==> src/rtl/darwin_arb_pkg.sv <==
// Shared types and constants for the result round-robin arbiter.
package darwin_arb_pkg;

  typedef enum logic [1:0] {
    IDLE    = 2'd0,
    ARM     = 2'd1,
    PRESENT = 2'd2
  } arb_state_e;

  localparam int STALL_CNT_W = 32;

  function automatic int num_ports(input int width);
    return 1 << width;
  endfunction

endpackage

==> src/rtl/rr_priority_pick.sv <==
// Combinational rotating-priority pick: first unmasked requester after last_grant.
module rr_priority_pick
  import darwin_arb_pkg::*;
#(
  parameter  int NUM_PORTS_WIDTH = 2,
  localparam int NUM_PORTS       = num_ports(NUM_PORTS_WIDTH)
) (
  input  logic [NUM_PORTS-1:0]       req,
  input  logic [NUM_PORTS-1:0]       mask,
  input  logic [NUM_PORTS_WIDTH-1:0] last_grant,
  output logic                       found,
  output logic [NUM_PORTS_WIDTH-1:0] winner
);

  logic [NUM_PORTS-1:0]       avail;
  logic [NUM_PORTS_WIDTH-1:0] idx;

  // NOTE: every output of a combinational block gets a default first so no path infers a latch.
  always_comb begin
    found  = 1'b0;
    winner = '0;
    idx    = '0;
    avail  = req & ~mask;
    // Offsets 1..NUM_PORTS wrap through the index width; the last offset is last_grant itself.
    for (int k = 1; k <= NUM_PORTS; k++) begin
      idx = last_grant + NUM_PORTS_WIDTH'(k);
      if (!found && avail[idx]) begin
        found  = 1'b1;
        winner = idx;
      end
    end
  end

endmodule

==> src/rtl/result_rr_arbiter.sv <==
// Round-robin arbiter driving mux_1OfN.select with a valid/ready output handshake.
// Optional stall counter output enabled by RESULT_RR_ARBITER_STALL_CNT_EN.
module result_rr_arbiter
  import darwin_arb_pkg::*;
#(
  parameter  int NUM_PORTS_WIDTH = 2,
  localparam int NUM_PORTS       = num_ports(NUM_PORTS_WIDTH)
) (
  input  logic                       clk,
  input  logic                       rst_n,
  input  logic [NUM_PORTS-1:0]       in_valid,
  output logic [NUM_PORTS-1:0]       in_ready,
  output logic [NUM_PORTS_WIDTH-1:0] mux_select,
  output logic                       out_valid,
  output logic [NUM_PORTS_WIDTH-1:0] out_port,
  input  logic                       out_ready
`ifdef RESULT_RR_ARBITER_STALL_CNT_EN
  ,
  output logic [STALL_CNT_W-1:0]     stall_cnt
`endif
);

  arb_state_e                 state_q, state_d;
  logic [NUM_PORTS_WIDTH-1:0] mux_select_q, mux_select_d;
  logic [NUM_PORTS_WIDTH-1:0] last_grant_q, last_grant_d;
  logic                       out_valid_q, out_valid_d;
  logic [NUM_PORTS_WIDTH-1:0] out_port_q, out_port_d;

  logic [NUM_PORTS-1:0]       pick_mask;
  logic                       pick_found;
  logic [NUM_PORTS_WIDTH-1:0] pick_winner;
  logic                       handshake;

  assign handshake = (state_q == PRESENT) && out_ready;

  // One picker serves both IDLE and handshake-cycle arbitration; only the acked lane is masked.
  assign pick_mask = (state_q == PRESENT) ? (NUM_PORTS'(1) << out_port_q) : '0;

  rr_priority_pick #(
    .NUM_PORTS_WIDTH(NUM_PORTS_WIDTH)
  ) u_pick (
    .req       (in_valid),
    .mask      (pick_mask),
    .last_grant(last_grant_q),
    .found     (pick_found),
    .winner    (pick_winner)
  );

  always_comb begin
    state_d      = state_q;
    mux_select_d = mux_select_q;
    last_grant_d = last_grant_q;
    out_valid_d  = out_valid_q;
    out_port_d   = out_port_q;
    unique case (state_q)
      IDLE: begin
        if (pick_found) begin
          mux_select_d = pick_winner;
          last_grant_d = pick_winner;
          state_d      = ARM;
        end
      end
      ARM: begin
        out_valid_d = 1'b1;
        out_port_d  = mux_select_q;
        state_d     = PRESENT;
      end
      PRESENT: begin
        if (out_ready) begin
          out_valid_d = 1'b0;
          if (pick_found) begin
            mux_select_d = pick_winner;
            last_grant_d = pick_winner;
            state_d      = ARM;
          end else begin
            state_d = IDLE;
          end
        end
      end
      default: begin
        out_valid_d = 1'b0;
        state_d     = IDLE;
      end
    endcase
  end

  // NOTE: sequential state uses non-blocking assignments so all flops update from pre-edge values.
  always_ff @(posedge clk or negedge rst_n) begin
    if (!rst_n) begin
      state_q      <= IDLE;
      mux_select_q <= '0;
      last_grant_q <= NUM_PORTS_WIDTH'(NUM_PORTS - 1);
      out_valid_q  <= 1'b0;
      out_port_q   <= '0;
    end else begin
      state_q      <= state_d;
      mux_select_q <= mux_select_d;
      last_grant_q <= last_grant_d;
      out_valid_q  <= out_valid_d;
      out_port_q   <= out_port_d;
    end
  end

  assign in_ready   = handshake ? (NUM_PORTS'(1) << out_port_q) : '0;
  assign mux_select = mux_select_q;
  assign out_valid  = out_valid_q;
  assign out_port   = out_port_q;

`ifdef RESULT_RR_ARBITER_STALL_CNT_EN
  logic [STALL_CNT_W-1:0] stall_cnt_q, stall_cnt_d;

  always_comb begin
    stall_cnt_d = stall_cnt_q;
    if ((state_q == PRESENT) && !out_ready && (stall_cnt_q != '1)) begin
      stall_cnt_d = stall_cnt_q + 1'b1;
    end
  end

  always_ff @(posedge clk or negedge rst_n) begin
    if (!rst_n) begin
      stall_cnt_q <= '0;
    end else begin
      stall_cnt_q <= stall_cnt_d;
    end
  end

  assign stall_cnt = stall_cnt_q;
`endif

endmodule

==> config.mk <==
export PLATFORM = sky130hd
export DESIGN_NAME = result_rr_arbiter
export DESIGN_NICKNAME = d
export VERILOG_FILES = /design/src/rtl/darwin_arb_pkg.sv /design/src/rtl/rr_priority_pick.sv /design/src/rtl/result_rr_arbiter.sv
export SDC_FILE = /design/constraint.sdc
export NUM_CORES = 1
export LEC_CHECK = 0
export ABC_CLOCK_PERIOD_IN_PS = 2100
export CAP_MARGIN = 0
export CORE_AREA = 2 2 39 41
export DETAILED_ROUTE_END_ITERATION = 12
export DIE_AREA = 0 0 41 43
export PLACE_DENSITY = 0.7
export SETUP_SLACK_MARGIN = 0.15
export SYNTH_ARGS = -nofsm -noshare
export SYNTH_HDL_FRONTEND = slang
export SYNTH_HIERARCHICAL = 1
export SYNTH_SLANG_ARGS = --single-unit
==> constraint.sdc <==
create_clock -name clk -period 2.1 [get_ports clk]
set_input_delay 0.525 -clock clk [delete_from_list [all_inputs] [get_ports clk]]
set_output_delay 0.525 -clock clk [all_outputs]
set_load 0.01 [all_outputs]
==> results.sh <==
export IMPL_status="complete, no violations"
export IMPL_tightest_slew_ps=415
export IMPL_synth_distinct_cells=24
export IMPL_mostFrequentLayoutCells="11 x buf_4, 9 x clkdlybuf4s50_1, 7 x nor2_1, 6 x dfrtp_1, 5 x nand2b_4"
export IMPL_hold_violations=0
export IMPL_portBuffers=15
export IMPL_globalplace_congestion=0.753
export IMPL_timing_fmax_mhz=519
export IMPL_maxSlewHeadroom=0.722
export IMPL_synth_avg_cell_area_um2=9.85
export IMPL_cts_sinks=9
export IMPL_yosysSeqAreaShare=0.428
export IMPL_setup_tns_ps=0
export IMPL_grt_use_met3=0.0157
export IMPL_hold_worst_slack_ps=476
export IMPL_power_leakage_nw=0.423
export IMPL_dp_hpwl_um=896
export IMPL_layout_commonest_cell="buf_4"
export IMPL_cts_clk_slew_worst_paths_ps=60
export IMPL_die_w_um=41
export IMPL_drc_errors=0
export IMPL_p_per_area_nw_per_um2=1380
export IMPL_arrival_ps=2070
export IMPL_ir_worst_vdd_mv=0.785
export IMPL_setup_violations=0
export IMPL_drive_gt1_frac=0.506
export IMPL_crit_path_top_delay_cell="clkdlybuf4s50_1"
export IMPL_grt_remaining_overflow=0
export IMPL_pwr_share_seq=0.304
export IMPL_crit_required_ps=2240
export IMPL_antenna_cells=0
export IMPL_clk_latency_ps=250
export IMPL_end_kind="flop"
export IMPL_ys_warn_count=6
export IMPL_first_global_vias=478
export IMPL_fill_cells=123
export IMPL_synth_seq_cells=9
export IMPL_final_antenna_net_count=0
export IMPL_clkPwrFrac=0.106
export IMPL_vias=489
export IMPL_cp_start_kind="input port"
export IMPL_cpMostUsedCell="nand2b_4"
export IMPL_fin_skew_ps=2.08
export IMPL_crit_path_max_fanout=5
export IMPL_fin_crit_ps=1930
export IMPL_grt_antenna_before_repair=0
export IMPL_drtPass1Iterations=4
export IMPL_drv_slew=0
export IMPL_htreeDepth=1
export IMPL_cts_tree="yes"
export IMPL_wl_mm=1.32
export IMPL_period_share=0.918
export IMPL_power_switching_mw=0.431
export IMPL_die_h_um=43
export IMPL_numCtsBuffers=3
export IMPL_grt_pass1_wl_mm=1.93
export IMPL_cap_violations=0
export IMPL_pin_count=16
export IMPL_nets=93
export IMPL_internal_power_mw=0.803
export IMPL_cts_buffer_depth=2
export IMPL_clock_root_buffer="clkbuf_4"
export IMPL_grt_util_met2=0.228
export IMPL_holdBufCountCts=0
export IMPL_path_cells="clkdlybuf4s50_1 -> nand2b_4 -> nand2b_4 -> nand3b_1 -> inv_2 -> a211oi_4 -> mux2_4"
export IMPL_rsz0062_at_grt="true"
export IMPL_row_count=14
export IMPL_grt_usage=0.160
export IMPL_hold_class="reg -> reg"
export IMPL_synth_cells=54
export IMPL_grt_max_degree=10
export IMPL_crit_type="in -> reg"
export IMPL_syn_nets=61
export IMPL_area_growth_pct=68.0
export IMPL_swShare=0.349
export IMPL_wl_per_cell_um=13.1
export IMPL_grtUsageMet1=0.234
export IMPL_busiest_layer="met1"
export IMPL_drt_iter0_drc=1
export IMPL_avgViaCountPerCell=4.84
export IMPL_critPathMaxStageDelay_ps=520
export IMPL_combPwrFrac=0.590
export IMPL_dieArea_um2=1760
export IMPL_initial_core_util=0.384
export IMPL_core_um2=1380
export IMPL_netlist_area_um2=532
==> cells in the mapped netlist <==
cell type / number / share of area
a22o_2: 1 / 0.019
a21oi_1: 1 / 0.0094
a221o_2: 1 / 0.021
dfrtp_1: 7 / 0.33
and3_2: 1 / 0.014
nand2_1: 4 / 0.028
nand2b_1: 4 / 0.047
inv_1: 2 / 0.014
nor3b_1: 1 / 0.014
o21a_1: 1 / 0.014
inv_2: 1 / 0.0071
dfstp_2: 2 / 0.099
nor2_1: 9 / 0.064
nand2b_2: 1 / 0.016
mux2_2: 5 / 0.11
o21ai_0: 2 / 0.019
nand3b_1: 2 / 0.028
a211oi_4: 1 / 0.038
a311oi_1: 1 / 0.016
and3b_1: 1 / 0.016
a21o_2: 1 / 0.016
nor2b_1: 3 / 0.035
or3b_1: 1 / 0.016
o22ai_1: 1 / 0.012
==> cell families after synthesis <==
kind of cell	synth area share
flops	0.428
compound gates	0.165
simple gates	0.280
buf+inv	0.0212
mux	0.106
==> power by group through the flow <==
| stage | Combinational [mW] | Sequential (mW) | Clock (mW) |
|---|---|---|---|
| after CTS | 0.591 | 0.359 | 0.137 |
| after global routing | 0.790 | 0.389 | 0.142 |
| final | 0.728 | 0.376 | 0.131 |
| after floorplan | 0.292 | 0.383 | 0 |
| after detailed placement | 0.573 | 0.359 | 0 |
| after global placement | 0.569 | 0.360 | 0 |
==> state kept, by name, summed over array words and instances (netlist names) <==
name and cells:
last_grant_q 2, mux_select 2, out_port 2, state_q 2
out_valid 1
==> worst max-delay path: cells and delay by family <==
family | cells | cell delay, ps
and+or+nand+nor | 3 | 260
buffers and inverters | 2 | 570
muxes | 1 | 340
AOI/OAI and AO/OA | 1 | 370
==> path summary, 6_finish.rpt <==
kind / from / cells after the start / slack [ps] / endpoint
worst max-delay path: in_valid[1] / 7 / 170 / mux_select[0]$_DFFE_PN0P_
worst min-delay path: out_valid$_DFFE_PN0P_ / 1 / 480 / out_valid$_DFFE_PN0P_
worst max register to register: state_q[1]$_DFFE_PN0P_ / 9 / 190 / mux_select[0]$_DFFE_PN0P_
worst min register to register: out_valid$_DFFE_PN0P_ / 1 / 480 / out_valid$_DFFE_PN0P_
max in group asynchronous: rst_n / 1 / 1210 / last_grant_q[0]$_DFFE_PN1P_
min in group asynchronous: rst_n / 1 / 570 / mux_select[1]$_DFFE_PN0P_
==> through the flow <==
step            util  cells  worst slack, ps  instance area (um^2)  power, mW
4_1_cts        0.568     97              150                   786       1.09
5_1_grt        0.646    101             81.2                   893       1.32
6_report       0.646    101              172                   893       1.23
2_1_floorplan      -     54              193                   532      0.675
3_5_place_dp   0.545     92             -196                   754      0.932
3_3_place_gp   0.545     92             -161                   754      0.929
==> repair_timing <==
item / CTS / global route
setup buffers: 1 / 4
gates resized for setup: 16 / 19
endpoints found under the hold margin: 0 / 0
pin swaps: 0 / 4
setup endpoints to repair: 8 / 7
==> layer usage <==
metal | routed length, um | up-vias
met1 | 597 | 230
li1 | - | 251
met5 | 0 | -
met2 | 681 | 8
met4 | 0 | 0
met3 | 40 | 0
==> area by class of cell <==
type | instances | area, um^2 | area share
Sequential cell | 9 | 229 | 0.256
Multi-Input combinational cell | 42 | 370 | 0.415
Inverter | 3 | 11.3 | 0.0126
Clock buffer | 4 | 26.3 | 0.0294
Tap cell | 16 | 20.0 | 0.0224
Timing Repair Buffer | 27 | 236 | 0.265
No activity file was read; power rests on OpenSTA's default activity.
